**config.mk**
```make
export PLATFORM = sky130hd
export DESIGN_NAME = time_of_day_counter
export DESIGN_NICKNAME = d
export VERILOG_FILES = /design/src/rtl/time_of_day_counter.sv
export SDC_FILE = /design/constraint.sdc
export NUM_CORES = 1
export LEC_CHECK = 0
export CAP_MARGIN = 5
export CORE_ASPECT_RATIO = 0.9
export CORE_MARGIN = 2
export CORE_UTILIZATION = 40
export CTS_BUF_LIST = sky130_fd_sc_hd__clkbuf_16
export DETAILED_ROUTE_END_ITERATION = 10
export SLEW_MARGIN = 10
export SYNTH_ARGS = -nofsm -noshare
export SYNTH_HDL_FRONTEND = slang
export SYNTH_SLANG_ARGS = --single-unit
```
**constraint.sdc**
```tcl
create_clock -name clk -period 5.2 [get_ports clk]
set_input_delay 1.04 -clock clk [delete_from_list [all_inputs] [get_ports clk]]
set_output_delay 1.04 -clock clk [all_outputs]
set_load 0.05 [all_outputs]
```
**src/rtl/time_of_day_counter.sv**
```systemverilog
// ============================================================================
// time_of_day_counter
// ----------------------------------------------------------------------------
// Wall-clock time-of-day keeper. A prescaler divides the system clock down to
// a 1 s advance. Each advance increments a binary seconds/minutes/hours chain
// (0..59 / 0..59 / 0..23). A set mode halts counting and lets an operator bump
// one field at a time with modulo wrap and no carry.
//
// Parameters
//   DIV        clk cycles per 1 s advance (legal 2 .. 2**27)
//
// Ports
//   clk        system clock, all state updates on the rising edge
//   rst_h      synchronous active-high reset
//   run        1 = timekeeping advances, 0 = time and prescaler frozen
//   set_en     1 = set mode: counting halted, prescaler cleared, edits enabled
//   set_sel    field to edit: 0 = sec, 1 = min, 2 = hour, 3 = none
//   set_inc    one increment of the selected field per high cycle (set mode)
//   sec        seconds, binary 0..59
//   min        minutes, binary 0..59
//   hour       hours, binary 0..23
//   tick       one-cycle pulse following each 1 s advance
//   day_carry  one-cycle pulse on the 23:59:59 -> 00:00:00 rollover
//
// Optional feature (macro TWELVE_HOUR_EN)
//   When defined, adds combinational outputs derived from hour:
//   hour12     12-hour display value, 1..12
//   pm         0 = AM (hours 0..11), 1 = PM (hours 12..23)
//   The 24-hour counting chain and day_carry timing are identical either way.
// ============================================================================
module time_of_day_counter #(
  parameter int unsigned DIV = 100000000
) (
  input  logic       clk,
  input  logic       rst_h,
  input  logic       run,
  input  logic       set_en,
  input  logic [1:0] set_sel,
  input  logic       set_inc,
  output logic [5:0] sec,
  output logic [5:0] min,
  output logic [4:0] hour,
  output logic       tick,
  output logic       day_carry
`ifdef TWELVE_HOUR_EN
  ,
  output logic [3:0] hour12,
  output logic       pm
`endif
);

  // --------------------------------------------------------------------------
  // Constants and types
  // --------------------------------------------------------------------------
  localparam int unsigned      PW         = $clog2(DIV);
  localparam logic [PW-1:0]    PRESC_LAST = PW'(DIV - 1);

  localparam logic [5:0] SEC_LAST  = 6'd59;
  localparam logic [5:0] MIN_LAST  = 6'd59;
  localparam logic [4:0] HOUR_LAST = 5'd23;

  typedef enum logic [1:0] {
    SEL_SEC  = 2'd0,
    SEL_MIN  = 2'd1,
    SEL_HOUR = 2'd2,
    SEL_NONE = 2'd3
  } sel_e;

  // --------------------------------------------------------------------------
  // State
  // --------------------------------------------------------------------------
  logic [PW-1:0] presc_q, presc_d;
  logic [5:0]    sec_q,   sec_d;
  logic [5:0]    min_q,   min_d;
  logic [4:0]    hour_q,  hour_d;
  logic          tick_q,  tick_d;
  logic          day_carry_q, day_carry_d;

  // --------------------------------------------------------------------------
  // Decode
  // --------------------------------------------------------------------------
  logic count_en;
  logic advance;
  logic sec_last;
  logic min_last;
  logic hour_last;
  sel_e sel;

  assign count_en = run & ~set_en;
  assign advance  = count_en & (presc_q == PRESC_LAST);

  // ">=" rather than "==" so a field can never sit past its limit: any value
  // at or beyond the last legal one wraps to 0 on its next increment.
  assign sec_last  = (sec_q  >= SEC_LAST);
  assign min_last  = (min_q  >= MIN_LAST);
  assign hour_last = (hour_q >= HOUR_LAST);

  assign sel = sel_e'(set_sel);

  // --------------------------------------------------------------------------
  // Next-state logic
  // --------------------------------------------------------------------------
  always_comb begin
    // NOTE: every signal assigned here gets a default first, so no path
    // leaves one unassigned and no latch is inferred.
    presc_d     = presc_q;
    sec_d       = sec_q;
    min_d       = min_q;
    hour_d      = hour_q;
    tick_d      = 1'b0;
    day_carry_d = 1'b0;

    // Prescaler: cleared throughout set mode so that leaving set mode always
    // starts a full DIV-cycle interval; frozen when run is low.
    if (set_en) begin
      presc_d = '0;
    end else if (count_en) begin
      presc_d = advance ? '0 : presc_q + 1'b1;
    end

    if (advance) begin
      // 1 s advance with ripple carry through the chain, all on one edge.
      tick_d = 1'b1;
      sec_d  = sec_last ? 6'd0 : sec_q + 6'd1;
      if (sec_last) begin
        min_d = min_last ? 6'd0 : min_q + 6'd1;
        if (min_last) begin
          hour_d = hour_last ? 5'd0 : hour_q + 5'd1;
        end
      end
      day_carry_d = sec_last & min_last & hour_last;
    end else if (set_en && set_inc) begin
      // Manual edit: only the selected field moves, wrapping without carry.
      case (sel)
        SEL_SEC:  sec_d  = sec_last  ? 6'd0 : sec_q  + 6'd1;
        SEL_MIN:  min_d  = min_last  ? 6'd0 : min_q  + 6'd1;
        SEL_HOUR: hour_d = hour_last ? 5'd0 : hour_q + 5'd1;
        SEL_NONE: ;
        default:  ;
      endcase
    end
  end

  // --------------------------------------------------------------------------
  // Registers
  // --------------------------------------------------------------------------
  always_ff @(posedge clk) begin
    // NOTE: reset is sampled on the clock edge and wins over every other
    // input, including a coincident advance or edit, so no pulse escapes.
    if (rst_h) begin
      presc_q     <= '0;
      sec_q       <= '0;
      min_q       <= '0;
      hour_q      <= '0;
      tick_q      <= 1'b0;
      day_carry_q <= 1'b0;
    end else begin
      // NOTE: non-blocking assignments so every register samples the
      // pre-edge values, independent of statement order.
      presc_q     <= presc_d;
      sec_q       <= sec_d;
      min_q       <= min_d;
      hour_q      <= hour_d;
      tick_q      <= tick_d;
      day_carry_q <= day_carry_d;
    end
  end

  // --------------------------------------------------------------------------
  // Outputs
  // --------------------------------------------------------------------------
  assign sec       = sec_q;
  assign min       = min_q;
  assign hour      = hour_q;
  assign tick      = tick_q;
  assign day_carry = day_carry_q;

`ifdef TWELVE_HOUR_EN
  // 12-hour view: 0 -> 12 AM, 1..11 -> AM, 12 -> 12 PM, 13..23 -> 1..11 PM.
  logic [4:0] hour_pm;

  assign hour_pm = hour_q - 5'd12;

  always_comb begin
    pm = (hour_q >= 5'd12);
    if (hour_q == 5'd0) begin
      hour12 = 4'd12;
    end else if (hour_q > 5'd12) begin
      hour12 = hour_pm[3:0];
    end else begin
      hour12 = hour_q[3:0];
    end
  end
`endif

endmodule

```
==> impl_metrics.yaml <==
routing:
  ant_nets: 0
  initialDrtViolationCount: 101
  vias: 2150
  wirelength_mm: 5.68
  avgViaCountPerCell: 5.75
  drc_errors: 3
  wl_per_cell_um: 15.2
  drt_first_pass_iters: 7
logic_synthesis:
  syn_inst: 279
  synth_xor_area_frac: 0.0874
  yosys.area_share.simple: 0.334
  synth-edff-count: 0
  avgSynthCellArea_um2: 8.62
  synth-async-reset-ratio: 0
  syn_area_um2: 2400
  synth_compound_area_frac: 0.148
  synth_cell_types: 58
  ys_warn_count: 0
  synth_nets: 290
  ys_ff_latch: 46
  synth_top_family_by_area: "simple AND/OR/NAND/NOR gates"
  post_synth_fa_ha_maj_area_fraction: 0.0208
  synth_top_flop_cell: "dfxtp_1"
  synth_mux_area_frac: 0
  yosysSeqAreaShare: 0.383
cts:
  cts_sinks: 46
  hold_buffers: 0
  cts_resized: 0
  clkTransAtPathRegs_ns: 0.06
  post_cts_buffers: 0
  numCtsBuffers: 5
  tritoncts: "built"
  root_buffer: "clkbuf_16"
  htreeDepth: 2
  clk_latency_ns: 0.28
  cts_buffer_depth: 2
setup_path:
  crit_fanout: 7
  path_class: "input pin to register"
  arrival_ns: 3.33
  critPathCaptureType: "register"
  crit_required_ns: 5.40
  cp_cell_sequence: "clkdlybuf4s50_1 > and3b_1 > nand4_1 > or4_1 > a211o_1 > o32ai_2"
  path_delay_family: "simple AND/OR/NAND/NOR gates"
  critPathBufInv: 1
  cp-start-kind: "input pin"
  max_stage_delay_ns: 0.69
  cp_slowest_cell: "or4_1"
finish:
  nets: 314
  finish.utilization: 0.496
  fin_area_um2: 2850
  multi_input_area_um2: 1420
  diodes: 0
  fillers: 549
  final_common_cell: "dfxtp_1"
  seq_area_um2: 921
  drive_gt1_frac: 0.0822
  area_growth_pct: 18.7
  layout_common_cells: "46 x dfxtp_1, 35 x nor2_1, 25 x clkdlybuf4s50_1"
die:
  start_util: 0.418
  dieArea_um2: 6650
  coreArea_um2: 5760
  die_y_um: 77.6
  rows: 26
  ios: 26
  die_x_um: 85.7
sta:
  relSlewSlack: 0.582
  post-route-period-util: 0.602
  worst_slew_pin_slew_ns: 0.626
  slew_violations: 0
  setup_viol: 0
  worst_clock_skew_ns: 0.00277
  hold_viol: 0
  setup_tns_ns: 0
  fin_crit_ns: 3.13
  fmax_ghz: 0.320
  rsz0062_at_grt: "no"
global_routing:
  antenna_found_initial: 0
  overflow: 0
  grt_pass1_vias: 1849
  grt_max_degree: 26
  grt_usage: 0.177
  grt_first_pass_wirelength_mm: 9.38
power_and_ir_drop:
  ir_drop_v: 0.000150
  p_per_area_nw_per_um2: 242
  p_leak_nw: 0.967
run:
  maxCapViolCount: 0
hold_path:
  min_path_type: "register to register"
place:
  dpl_cell_area_um2: 2720
  routabilityCongestion: 0.800
  dpl.hpwl_mm: 4.05
  port_buffers: 25
run_status:
  status: "complete, but fails checks"
  violations: "design-rule violations"
worst paths after layout:
check                           cells past startpoint       to        start  slack, ns
worst max-delay path                                6  hour[3]          run       2.07
worst min-delay path                                2   sec[1]       sec[1]       0.51
worst max register to register                      5   sec[5]  presc_q[16]       2.71
worst min register to register                      2   sec[1]       sec[1]       0.51
kinds of logic (layout without fill, tap and decap cells):
group / after synthesis / after routing
XOR/XNOR: 24 / 24
buffers and inverters: 16 / 41
AO/OA/AOI/OAI: 48 / 48
adder cells (fa/ha/maj): 4 / 4
flip-flops: 46 / 46
AND/OR/NAND/NOR: 141 / 141
sequential cells by signal (all words and copies together) (netlist names):
| name | count |
|---|---|
| min | 6 |
| presc_q | 27 |
| hour | 5 |
| sec | 6 |
| tick | 1 |
| day_carry | 1 |
report_power, final:
group | switching, mW | internal, mW
combinational | 0.0183 | 0.0106
sequential | 0.00177 | 0.354
clock | 0.132 | 0.174
total | 0.152 | 0.538
per-layer routing:
| metal | track usage | vias to the layer above | part of all wire |
|---|---|---|---|
| met4 | 0.0571 | 0 | 0.010 |
| met2 | 0.240 | 49 | 0.41 |
| met1 | 0.277 | 1017 | 0.53 |
| li1 | - | 1078 | - |
| met3 | 0.0319 | 6 | 0.051 |
| met5 | 0 | - | 0 |
per-stage QoR:
stage | std cells | hold WS, ns | power, mW | setup WS (ns)
finish | 374 | 0.509 | 0.691 | 2.07
global route | 374 | 0.528 | 0.711 | 1.91
CTS | 374 | 0.513 | 0.699 | 2.10
detailed placement | 366 | 0.503 | 0.392 | 1.81
global placement | 366 | 0.497 | 0.392 | 1.85
floorplan | 279 | 0.459 | 0.379 | 2.54
area by class of cell:
cell class              instances  share of cell area
multi-input cells             217               0.498
flip-flops and latches         46               0.323
repair buffers                 27              0.0929
clock buffers                   5              0.0438
well taps                      70              0.0307
inverters                       6             0.00789
clock inverters                 3             0.00438
synthesized netlist by cell type, types with 2 or more instances:
| master | number | share of area |
|---|---|---|
| nor3b_1 | 2 | 0.0062 |
| o41ai_1 | 2 | 0.0073 |
| inv_1 | 6 | 0.0094 |
| and2_1 | 5 | 0.013 |
| nand2_1 | 22 | 0.034 |
| o21ai_0 | 6 | 0.012 |
| dfxtp_1 | 46 | 0.38 |
| a31oi_1 | 2 | 0.0052 |
| or4_1 | 3 | 0.0094 |
| nand3b_1 | 4 | 0.012 |
| nor3_1 | 4 | 0.0083 |
| o211ai_1 | 2 | 0.0062 |
| and4_1 | 3 | 0.011 |
| nand3_1 | 21 | 0.044 |
| nor4_1 | 5 | 0.013 |
| and3_1 | 6 | 0.016 |
| or4b_2 | 2 | 0.0083 |
| a211oi_1 | 2 | 0.0062 |
| a211o_1 | 3 | 0.011 |
| ha_1 | 4 | 0.021 |
| clkbuf_1 | 5 | 0.0078 |
| a31o_2 | 2 | 0.0073 |
| xor2_1 | 17 | 0.062 |
| o221a_2 | 3 | 0.014 |
| o32ai_1 | 3 | 0.011 |
| buf_2 | 2 | 0.0042 |
| nand4_1 | 14 | 0.036 |
| and4bb_2 | 2 | 0.010 |
| nor2_1 | 35 | 0.055 |
| buf_1 | 2 | 0.0031 |
| a21oi_1 | 10 | 0.021 |
| xnor2_1 | 7 | 0.025 |
| a2111oi_0 | 2 | 0.0073 |
worst reg2reg max path, delay by kind of cell (launching register included):
kind / cells / cell delay (ns)
compound gates: 1 / 0.29
simple gates: 4 / 1.65
flops: 1 / 0.43
(Power assumes the default switching activity.)
